**src/rtl/mem_stage_sram_ctrl_if.sv**
```systemverilog
`default_nettype none
// ============================================================================
//  Module      : mem_stage_sram_ctrl_if
//  Description : MEM-stage request/response and external SRAM pin bundle.
//  Revision    : 1.0 - initial release
// ============================================================================
interface mem_stage_sram_ctrl_if #(
    parameter int ADDR_W = 17
);
    logic              MEM_R_EN;
    logic              MEM_W_EN;
    logic [31:0]       address;
    logic [31:0]       write_data;
    logic [31:0]       read_data;
    logic              ready;
    logic [ADDR_W-1:0] sram_addr;
    logic [31:0]       sram_dq_out;
    logic [31:0]       sram_dq_in;
    logic              sram_we_n;
    logic              sram_oe_n;

    // Controller side
    modport slave (
        input  MEM_R_EN, MEM_W_EN, address, write_data, sram_dq_in,
        output read_data, ready, sram_addr, sram_dq_out, sram_we_n, sram_oe_n
    );

    // Pipeline plus SRAM environment side
    modport master (
        output MEM_R_EN, MEM_W_EN, address, write_data, sram_dq_in,
        input  read_data, ready, sram_addr, sram_dq_out, sram_we_n, sram_oe_n
    );
endinterface
`default_nettype wire

```
**src/rtl/mem_stage_sram_ctrl.sv**
```systemverilog
`default_nettype none
// ============================================================================
//  Module      : mem_stage_sram_ctrl
//  Description : Services LDR/STR against a fixed-latency single-port SRAM,
//                freezing the pipeline until each access completes.
//  Revision    : 1.0 - initial release
// ============================================================================
module mem_stage_sram_ctrl #(
    parameter int WAIT_CYCLES = 5,
    parameter int ADDR_W      = 17,
    parameter int BASE_ADDR   = 1024
) (
    input  logic                   clk,
    input  logic                   rst,
    mem_stage_sram_ctrl_if.slave   bus
);

    localparam int                 c_cnt_w = $clog2(WAIT_CYCLES + 1);
    localparam logic [c_cnt_w-1:0] c_last  = c_cnt_w'(WAIT_CYCLES - 1);

    typedef enum logic [1:0] {
        S_IDLE   = 2'd0,
        S_ACCESS = 2'd1,
        S_DONE   = 2'd2
    } state_t;

    state_t              state_q,       state_d;
    logic [c_cnt_w-1:0]  cnt_q,         cnt_d;
    logic [31:0]         read_data_q,   read_data_d;
    logic [ADDR_W-1:0]   sram_addr_q,   sram_addr_d;
    logic [31:0]         sram_dq_out_q, sram_dq_out_d;
    logic                sram_we_n_q,   sram_we_n_d;
    logic                sram_oe_n_q,   sram_oe_n_d;

    logic                w_req;
    logic                w_write;
    logic [31:0]         w_offset;
    logic                w_ready;

    assign w_req    = bus.MEM_R_EN | bus.MEM_W_EN;
    assign w_write  = bus.MEM_W_EN;
    assign w_offset = bus.address - 32'(BASE_ADDR);

    always_comb begin
        state_d       = state_q;
        cnt_d         = cnt_q;
        read_data_d   = read_data_q;
        sram_addr_d   = sram_addr_q;
        sram_dq_out_d = sram_dq_out_q;
        sram_we_n_d   = sram_we_n_q;
        sram_oe_n_d   = sram_oe_n_q;
        case (state_q)
            S_IDLE: begin
                if (w_req) begin
                    // Out-of-window addresses simply wrap into the SRAM.
                    sram_addr_d   = ADDR_W'(w_offset >> 2);
                    sram_dq_out_d = bus.write_data;
                    sram_we_n_d   = ~w_write;
                    sram_oe_n_d   = w_write;
                    cnt_d         = '0;
                    state_d       = S_ACCESS;
                end
            end
            S_ACCESS: begin
                cnt_d = cnt_q + c_cnt_w'(1);
                if (cnt_q == c_last) begin
                    if (!sram_oe_n_q) begin
                        read_data_d = bus.sram_dq_in;
                    end
                    sram_we_n_d = 1'b1;
                    sram_oe_n_d = 1'b1;
                    state_d     = S_DONE;
                end
            end
            S_DONE: begin
                state_d = S_IDLE;
            end
            default: begin
                state_d = S_IDLE;
            end
        endcase
    end

    // Freeze starts combinationally in the very cycle the request shows up.
    always_comb begin
        w_ready = 1'b0;
        case (state_q)
            S_IDLE:  w_ready = ~w_req;
            S_DONE:  w_ready = 1'b1;
            default: w_ready = 1'b0;
        endcase
    end

    always_ff @(posedge clk) begin
        if (rst) begin
            state_q       <= S_IDLE;
            cnt_q         <= '0;
            read_data_q   <= '0;
            sram_addr_q   <= '0;
            sram_dq_out_q <= '0;
            sram_we_n_q   <= 1'b1;
            sram_oe_n_q   <= 1'b1;
        end else begin
            state_q       <= state_d;
            cnt_q         <= cnt_d;
            read_data_q   <= read_data_d;
            sram_addr_q   <= sram_addr_d;
            sram_dq_out_q <= sram_dq_out_d;
            sram_we_n_q   <= sram_we_n_d;
            sram_oe_n_q   <= sram_oe_n_d;
        end
    end

    assign bus.ready       = w_ready;
    assign bus.read_data   = read_data_q;
    assign bus.sram_addr   = sram_addr_q;
    assign bus.sram_dq_out = sram_dq_out_q;
    assign bus.sram_we_n   = sram_we_n_q;
    assign bus.sram_oe_n   = sram_oe_n_q;

endmodule
`default_nettype wire

```
**src/flat_wrapper.sv**
```systemverilog
// flat-port wrapper written by rule: the top's interface ports become plain ports
module mem_stage_sram_ctrl_flat 
#(
    parameter int WAIT_CYCLES = 5,
    parameter int ADDR_W      = 17,
    parameter int BASE_ADDR   = 1024
)
  (clk, rst, bus_MEM_R_EN, bus_MEM_W_EN, bus_address, bus_write_data, bus_sram_dq_in, bus_read_data, bus_ready, bus_sram_addr, bus_sram_dq_out, bus_sram_we_n, bus_sram_oe_n);
  mem_stage_sram_ctrl_if #(.ADDR_W(ADDR_W)) bus_i ();
  input  logic clk;
  input  logic rst;
  input wire logic [$bits(bus_i.MEM_R_EN)-1:0] bus_MEM_R_EN;
  input wire logic [$bits(bus_i.MEM_W_EN)-1:0] bus_MEM_W_EN;
  input wire logic [$bits(bus_i.address)-1:0] bus_address;
  input wire logic [$bits(bus_i.write_data)-1:0] bus_write_data;
  input wire logic [$bits(bus_i.sram_dq_in)-1:0] bus_sram_dq_in;
  output wire logic [$bits(bus_i.read_data)-1:0] bus_read_data;
  output wire logic [$bits(bus_i.ready)-1:0] bus_ready;
  output wire logic [$bits(bus_i.sram_addr)-1:0] bus_sram_addr;
  output wire logic [$bits(bus_i.sram_dq_out)-1:0] bus_sram_dq_out;
  output wire logic [$bits(bus_i.sram_we_n)-1:0] bus_sram_we_n;
  output wire logic [$bits(bus_i.sram_oe_n)-1:0] bus_sram_oe_n;
  assign bus_i.MEM_R_EN = bus_MEM_R_EN;
  assign bus_i.MEM_W_EN = bus_MEM_W_EN;
  assign bus_i.address = bus_address;
  assign bus_i.write_data = bus_write_data;
  assign bus_i.sram_dq_in = bus_sram_dq_in;
  assign bus_read_data = bus_i.read_data;
  assign bus_ready = bus_i.ready;
  assign bus_sram_addr = bus_i.sram_addr;
  assign bus_sram_dq_out = bus_i.sram_dq_out;
  assign bus_sram_we_n = bus_i.sram_we_n;
  assign bus_sram_oe_n = bus_i.sram_oe_n;
  mem_stage_sram_ctrl #(.WAIT_CYCLES(WAIT_CYCLES), .ADDR_W(ADDR_W), .BASE_ADDR(BASE_ADDR)) u_core (.clk(clk), .rst(rst), .bus(bus_i));
endmodule
```
**config.mk**
```make
export PLATFORM = sky130hd
export DESIGN_NAME = mem_stage_sram_ctrl_flat
export DESIGN_NICKNAME = d
export VERILOG_FILES = /design/src/rtl/mem_stage_sram_ctrl_if.sv /design/src/rtl/mem_stage_sram_ctrl.sv /design/src/flat_wrapper.sv
export SDC_FILE = /design/constraint.sdc
export NUM_CORES = 1
export LEC_CHECK = 0
export CORE_UTILIZATION = 39
export CTS_CLUSTER_DIAMETER = 50
export CTS_CLUSTER_SIZE = 30
export DETAILED_ROUTE_END_ITERATION = 8
export PLACE_DENSITY = 0.81
export SLEW_MARGIN = 10
export SYNTH_ARGS = -nofsm -noshare
export SYNTH_HDL_FRONTEND = slang
export SYNTH_SLANG_ARGS = --single-unit
```
**constraint.sdc**
```tcl
create_clock -name clk -period 2.1 [get_ports clk]
set_clock_uncertainty 0.05 [all_clocks]
set_input_delay 0.63 -clock clk [delete_from_list [all_inputs] [get_ports clk]]
set_output_delay 0.63 -clock clk [all_outputs]
set_load 0.01 [all_outputs]
```
**After elaboration in Yosys (flattened, before gate mapping)**

Index checks and enable logic that the tools add are counted.

- Add/sub/neg operators: 2
- Equality and inequality tests: 5
- Mux-type cells: 11
- Bitwise operators: 4
- Reduce and logical (&&, ||, !) cells: 7

Operators by type and width:

| operator | number |
|---|---|
| 19-bit by 11-bit subtractor with 19-bit output (second input constant) | 1 |
| 1-bit case mux with 2 select lines | 3 |
| 3-bit case mux with 2 select lines | 1 |
| 2-bit AND reduction | 3 |
| 3-bit AND reduction | 2 |
| 2-bit two-way mux | 2 |
| 2-bit by 1-bit inequality test with 1-bit output (second input constant) | 2 |
| 2-bit case mux with 2 select lines | 1 |
| 3-bit by 1-bit adder with 3-bit output (second input constant) | 1 |
| 3-bit == test (second input constant) | 1 |
| 1-bit two-way mux | 3 |
| 3-bit two-way mux | 1 |
| 1-bit NOT | 3 |
| 2-bit by 1-bit == test with 1-bit output (second input constant) | 1 |
| 2-bit == test (second input constant) | 1 |
| 2-bit logical NOT | 1 |
| 2-bit nonzero test | 1 |
| 1-bit bitwise OR | 1 |

- Register bits after elaboration: 88
- Output and inout bits: 84
- Logic and storage cells: 36

**Depth between registers and ports, before layout**

Gate-level depths: netlist (run 1).

- Depth after elaboration: 3
- Depth in mapped cells: 7
- Mapped depth without buffers: 5

**Worst setup path before layout (run 1)**

Ideal clock, no wire load.

- Path type: in2out
- Start: input bus_MEM_W_EN
- End: output bus_ready
- Arrival: 1,351 ps
- Required time: 1,420 ps
- Slack: 69 ps
- Stages: 4
- Buffers on the path: 1
- Cells stage by stage: nor2_1 -> clkbuf_1 -> nor2_1 -> nor2_1

- Longest elaborated chain between the ends: 3

Ends and longest elaborated chain:

| what | line | source |
|---|---|---|
| from (decl) | flat_wrapper.sv:13 | `input wire logic [$bits(bus_i.MEM_W_EN)-1:0] bus_MEM_W_EN;` |
| 1-bit bitwise OR | mem_stage_sram_ctrl.sv:40 | `assign w_req = bus.MEM_R_EN \| bus.MEM_W_EN;` |
| 1-bit NOT | mem_stage_sram_ctrl.sv:88 | `S_IDLE: w_ready = ~w_req;` |
| 1-bit case mux with 2 select lines | mem_stage_sram_ctrl.sv:87 | `case (state_q)` |
| to (decl) | flat_wrapper.sv:18 | `output wire logic [$bits(bus_i.ready)-1:0] bus_ready;` |

Every way passes these cells.

**Final worst setup path (run 1)**

- Start: input bus_address[10]
- End: register u_core.sram_addr_q[14], in the netlist u_core.bus.sram_addr[14]

- Longest elaborated chain between the ends: 1

Ends and longest elaborated chain:

| what | line | source |
|---|---|---|
| from (decl) | flat_wrapper.sv:14 | `input wire logic [$bits(bus_i.address)-1:0] bus_address;` |
| 19-bit by 11-bit subtractor with 19-bit output | mem_stage_sram_ctrl.sv:42 | `assign w_offset = bus.address - 32'(BASE_ADDR);` |
| to (signal assigned) | mem_stage_sram_ctrl.sv:107 | `sram_addr_q <= sram_addr_d;` |
| to (decl) | mem_stage_sram_ctrl.sv:30 | `logic [ADDR_W-1:0] sram_addr_q, sram_addr_d;` |

Every way passes these cells.
A chain may end at the register's enable or synchronous reset.

==> results of run 1 <==
[power by group]
group          internal (W)  leakage [nW]  switching [W]  total (W)
Sequential          0.00175         0.720      0.0000395    0.00179
Clock              0.000561        0.0966       0.000619    0.00118
Combinational      0.000381          1.18       0.000306   0.000687
Total               0.00269          2.00       0.000964    0.00365
[final timing paths]
kind	endpoint	depth (start not counted)	slack, ns
max	u_core.bus.sram_addr[14]	6	0.05
min	u_core.bus.read_data[14]	2	0.43
max reg2reg	u_core.bus.sram_dq_out[22]	5	0.39
min reg2reg	u_core.bus.read_data[14]	2	0.43
[critical path: stages]
cell and delay [ns]:
clkdlybuf4s50_1 0.42, inv_1 0.06, ha_1 0.16, or4b_4 0.47
or3_1 0.32, a311oi_1 0.20
[cell families (layout without fill, tap and decap cells)]
kind of cell / after synthesis / in the layout / share of synthesized area, %
XOR/XNOR: 2 / 2 / 0.504
adder cells (fa/ha/maj): 3 / 3 / 1.08
buffers and inverters: 51 / 214 / 5.61
flip-flops: 88 / 88 / 50.6
AND/OR/NAND/NOR: 101 / 101 / 15.5
AO/OA/AOI/OAI: 175 / 175 / 26.7
[Yosys cell counts (all sizes together) (2+ instances only)]
master,count,share of area (%)
or3,3,0.54
a21oi,83,12
nand2,3,0.32
buf,4,0.54
nor3,2,0.29
or4,3,0.86
ha,3,1.1
nand2b,2,0.36
nand3,72,10
a211oi,3,0.65
a311oi,6,1.7
o31ai,2,0.43
inv,6,0.65
o21ai,77,11
or2,2,0.36
dfxtp,88,51
nor2,8,0.94
xor2,2,0.50
clkbuf,41,4.4
[cell type report]
class	instances	share of cell area, %
Clock buffer	9	2.21
Multi-Input combinational cell	281	27.6
Timing Repair Buffer	192	34.5
Tap cell	108	2.42
Clock inverter	7	1.36
Inverter	6	0.403
Sequential cell	88	31.5
[stage by stage]
| step | setup slack, ns | hold slack, ns |
|---|---|---|
| final | 0.0461 | 0.427 |
| after global routing | 0.00599 | 0.448 |
| after CTS | 0.00306 | 0.430 |
| after detailed placement | -0.549 | 0.418 |
| after global placement | -0.550 | 0.409 |
| after floorplan | 0.0690 | 0.417 |
[timing repair]
item / in CTS / in global routing
setup endpoints to repair: 1 / 3
pin swaps: 1 / 1
gates resized for setup: 6 / 5
[sequential cells by signal (all words and copies together) (netlist names)]
| register | count |
|---|---|
| u_core.state_q | 2 |
| u_core.bus.read_data | 32 |
| u_core.bus.sram_dq_out | 32 |
| u_core.cnt_q | 3 |
| u_core.bus.sram_we_n | 1 |
| u_core.bus.sram_oe_n | 1 |
| u_core.bus.sram_addr | 17 |
[cell usage in the layout, fill, tap and decap left out, types with 2 or more instances in the layout]
cell,n
or4_4,2
clkdlybuf4s50_1,161
nand2_1,3
inv_6,3
nor2_1,5
buf_2,2
a311oi_1,5
clkinvlp_4,2
nand2b_1,2
o31ai_1,2
or3_1,2
o21ai_0,77
ha_1,3
buf_4,18
dlymetal6s2s_1,3
nor3_1,2
nand3_1,72
inv_1,6
a21oi_1,83
a211oi_1,3
nor2_2,2
dlygate4sd2_1,2
clkbuf_8,9
buf_12,6
or2_2,2
dfxtp_1,88
xor2_1,2
[routing by layer]
| metal | vias to the layer above | track usage (%) |
|---|---|---|
| li1 | 1838 | - |
| met1 | 1762 | 25.7 |
| met2 | 150 | 37.3 |
| met3 | 12 | 5.40 |
| met4 | 0 | 7.97 |
| met5 | - | 0 |
==> impl_metrics.ini, run 1 <==
[yosys]
ys_seq_area_share_pct = 50.6
synth_enable_flop_cells = 0
ys.flop_type = dfxtp_1
syn_area_mm2 = 0.00348
synth_seq_cells = 88
synthDistinctLibCells = 33
async_flop_share_pct = 0
synth_fp_nets = 523
synth_cells = 420
postSynthAreaPerCell_um2 = 8.28
yosysWarnings = 0

[drt]
wl_met2_um = 5150
routed.top_layer = met4
drc = 0
met3WireLength_um = 870
viasPerCell = 5.44
via_count = 3762
routedLengthMet1_um = 4440
dr.pass1.iters = 4
drt_iter0_drc = 160
wl_per_cell_um = 15.3
postRouteAntennaNets = 0
totalWireLength_um = 10600

[floorplanning]
rows = 34
coreArea_mm2 = 0.00868
die_x_um = 96.5
die_height_um = 96.5
start_util_pct = 40.1
io_pins = 184
fp.dieArea_mm2 = 0.00930

[place]
port_buffers = 168
place_area_mm2 = 0.00538
dp.cells = 675
gp_congestion = 0.771
dpl.hpwl_um = 7390

[worst_setup_path]
crit_arrival_ns = 2.27
path_max_fanout = 3
critPathLaunchType = primary input
path_class = in -> reg
worstSetupEndpointType = register
rr_startpoint = u_core.state_q[1]
worstPathRequired_ns = 2.31
cp-startpoint = bus_address[10]

[final_layout]
multi_input_area_mm2 = 0.00154
antennaDiodeCount = 0
fin_cells = 691
syn_to_final_growth_pct = 60.7
register_area_mm2 = 0.00176
post-route-util_pct = 64.4
fillers = 713
final_area_mm2 = 0.00559
drive_gt1_share_pct = 8.92
num-nets-final = 681

[pwr]
power.density_mw_per_mm2 = 653
peakVddDrop_v = 0.000393
leakagePower_nw = 2.00
power_w = 0.00365

[global_routing]
grt-ovfl-total = 0
grt_pass1_wl_um = 15700
grt_antenna_before_repair = 0
grt_max_degree = 42
grt_pass1_vias = 3475
grtUsageTotal_pct = 21.6

[cts]
cts_tree = done
cts_max_path_buffers = 2
cts_sinks = 88
cts_max_level = 3
cts-root-buf = clkbuf_8
clkLatencyLatePin_ns = 0.34
hold_buffers = 0
post_cts_buffers = 0
clk_pin_slew_worst_paths_ns = 0.09
cts_buffers = 9

[sta]
hold_violations = 0
setup_viol = 0
rsz0062_at_grt = no
setup_tns_ns = 0
fin_crit_sh_pct = 97.8
tightest_slew_ns = 0.664
finalMaxSlewViolations = 0
fmax_ghz = 0.487
fin_crit_ns = 2.05
slew_headroom_pct = 55.8

[flow_run]
drv_cap = 0

[worst_hold_path]
hp-start = u_core.bus.read_data[14]
hold_path.class = reg -> reg

[run_status]
outcome = finished clean
Note: power is estimated with default switching activity, not from simulation.
==> run 2, diff against run 1 <==
Settings changed: CAP_MARGIN set to 20.
==> results of run 2 <==
Same layout as run 1: the final DEF is identical, and so are final timing and power.
==> run 3, diff against run 2 <==
Settings changed: CORE_UTILIZATION 39 to 30, PLACE_DENSITY 0.81 to 0.65.
==> run 3 against run 2 <==
Effect of this change:
- die area increased by 29%
- worst setup slack got worse by 0.0090 ns
- sequential share of layout area decreased by 0.96 points
- critical endpoint unchanged
- highest routed layer unchanged
==> impl_metrics.ini, run 3 (same netlist as run 1, synthesis figures left out) <==
[run_status]
outcome = finished clean

[floorplanning]
die_x_um = 110
die_height_um = 110
rows = 38
start_util_pct = 31.4
fp.dieArea_mm2 = 0.0120
coreArea_mm2 = 0.0111
io_pins = 184

[final_layout]
num-nets-final = 685
fin_cells = 727
final_common_cell = clkdlybuf4s50_1
post-route-util_pct = 52.1
final_cell_mix = clkdlybuf4s50_1, dfxtp_1, a21oi_1
final_area_mm2 = 0.00577
antennaDiodeCount = 0
syn_to_final_growth_pct = 65.8
drive_gt1_share_pct = 10.1

[worst_setup_path]
r2r-end = u_core.bus.sram_addr[14]
worstPathRequired_ns = 2.30
cp_cell_sequence = clkdlybuf4s50_1, or4b_4, or3_4, a311oi_2
path_class = in -> reg
ff2ff_path_depth = 4
worstSetupEndpointType = register
crit_arrival_ns = 2.26
cp.buffers_inverters = 1
rr_startpoint = u_core.state_q[1]
reg2reg_slack_ns = 0.37
path_max_fanout = 3
worst-path-stages = 4
critPathLaunchType = primary input
crit_family = simple AND/OR/NAND/NOR gates
cp_slowest_cell = or4b_4
cpPeakStageDelay_ns = 0.56

[sta]
setup_viol = 0
rsz0062_at_grt = no
hold_violations = 0
setup_ws_ns = 0.0371
fin_crit_sh_pct = 98.2
tightest_slew_ns = 0.496
finalMaxSlewViolations = 0
slew_headroom_pct = 66.9
hold_slack_ns = 0.426
fin_crit_ns = 2.06
fmax_ghz = 0.485

[drt]
dr.pass1.iters = 4
via_count = 3705
drc = 0
wl_per_cell_um = 15.5
viasPerCell = 5.10
drt_iter0_drc = 277
postRouteAntennaNets = 0
totalWireLength_um = 11200

[worst_hold_path]
min_path_cells = 2
hold_path.class = reg -> reg
whs_endpoint = u_core.bus.read_data[3]
hp-start = u_core.bus.read_data[3]

[pwr]
switching_share_pct = 24.1
power.density_mw_per_mm2 = 752
p_sw_w = 0.00104
pwr-share-clk_pct = 43.2
peakVddDrop_v = 0.000461
leakagePower_nw = 2.06
p_comb_share_pct = 15.6
pwr-share-seq_pct = 41.2
p_int_w = 0.00329

[place]
gp_congestion = 0.781
place_area_mm2 = 0.00539
dpl.hpwl_um = 7640
port_buffers = 168
dp.cells = 711
dpl_worst_slack_ns = -0.571

[cts]
cts-root-buf = clkbuf_16
clk_pin_slew_worst_paths_ns = 0.07
cts_tree = done
cts_sinks = 88
hold_buffers = 0
clkLatencyLatePin_ns = 0.33
cts_max_path_buffers = 2
cts_max_level = 3
cts_buffers = 9

[global_routing]
grt_pass1_wl_um = 16400
grt_antenna_before_repair = 0
grt_pass1_vias = 3408
grt-ovfl-total = 0
grtUsageTotal_pct = 17.5
grt_max_degree = 50

[flow_run]
drv_cap = 0
[run 3: changes by cell type in the layout (fill, tap and decap cells not counted), sizes merged]
cell      change
buf           +4
bufinv        +2
clkinv        -1
clkinvlp      -1
[run 3: metrics by stage]
step,total power (W),TNS [ns]
finish,0.00434,0
floorplan,0.00208,0
detailed placement,0.00250,-4.12
global route,0.00451,0
global placement,0.00249,-3.55
CTS,0.00439,0
[run 3: power groups by stage]
stage | Sequential (W) | Clock (W) | Combinational (W)
final | 0.00179 | 0.00187 | 0.000677
after global routing | 0.00180 | 0.00198 | 0.000731
after CTS | 0.00179 | 0.00192 | 0.000679
after detailed placement | 0.00183 | 0 | 0.000676
after global placement | 0.00182 | 0 | 0.000668
after floorplan | 0.00186 | 0 | 0.000225
[run 3: how the worst max path moves through the flow]
stage / startpoint / slack, ns / to
global route: bus_address[12] / 0.02 / u_core.bus.sram_addr[14]
finish: bus_address[12] / 0.04 / u_core.bus.sram_addr[14]
detailed placement: bus_MEM_W_EN / -0.57 / bus_ready
CTS: bus_address[13] / 0.002 / u_core.bus.sram_addr[16]
floorplan: bus_MEM_W_EN / 0.07 / bus_ready
global placement: bus_MEM_W_EN / -0.59 / bus_ready
[run 3: layout make-up]
cell class                 instances  area, um2
clock inverter                     7        124
inverter                           6       22.5
tap                              140        175
sequential                        88       1760
timing repair buffer             196       1900
clock buffer                       9        225
multi-input combinational        281       1560
fill                            1052       5310
[run 3: tightest hold or removal path: cells and delay by family (launching register included)]
family	cells	cell delay (ns)
AO/OA/AOI/OAI	2	0.12
flip-flops	1	0.31
[run 3: what timing repair did]
action                     CTS  global route
cloned                       0             0
setup endpoints to repair    2             3
resized for setup            8             7
setup buffers                0             0
pin swaps                    1             1
[run 3: per-layer routing]
metal	vias up	global-route usage (%)	share of wire [%]
met5	-	0	0
met4	0	7.05	2.2
met3	19	4.56	8.4
met2	143	29.3	45
met1	1707	21.3	44
li1	1836	-	-
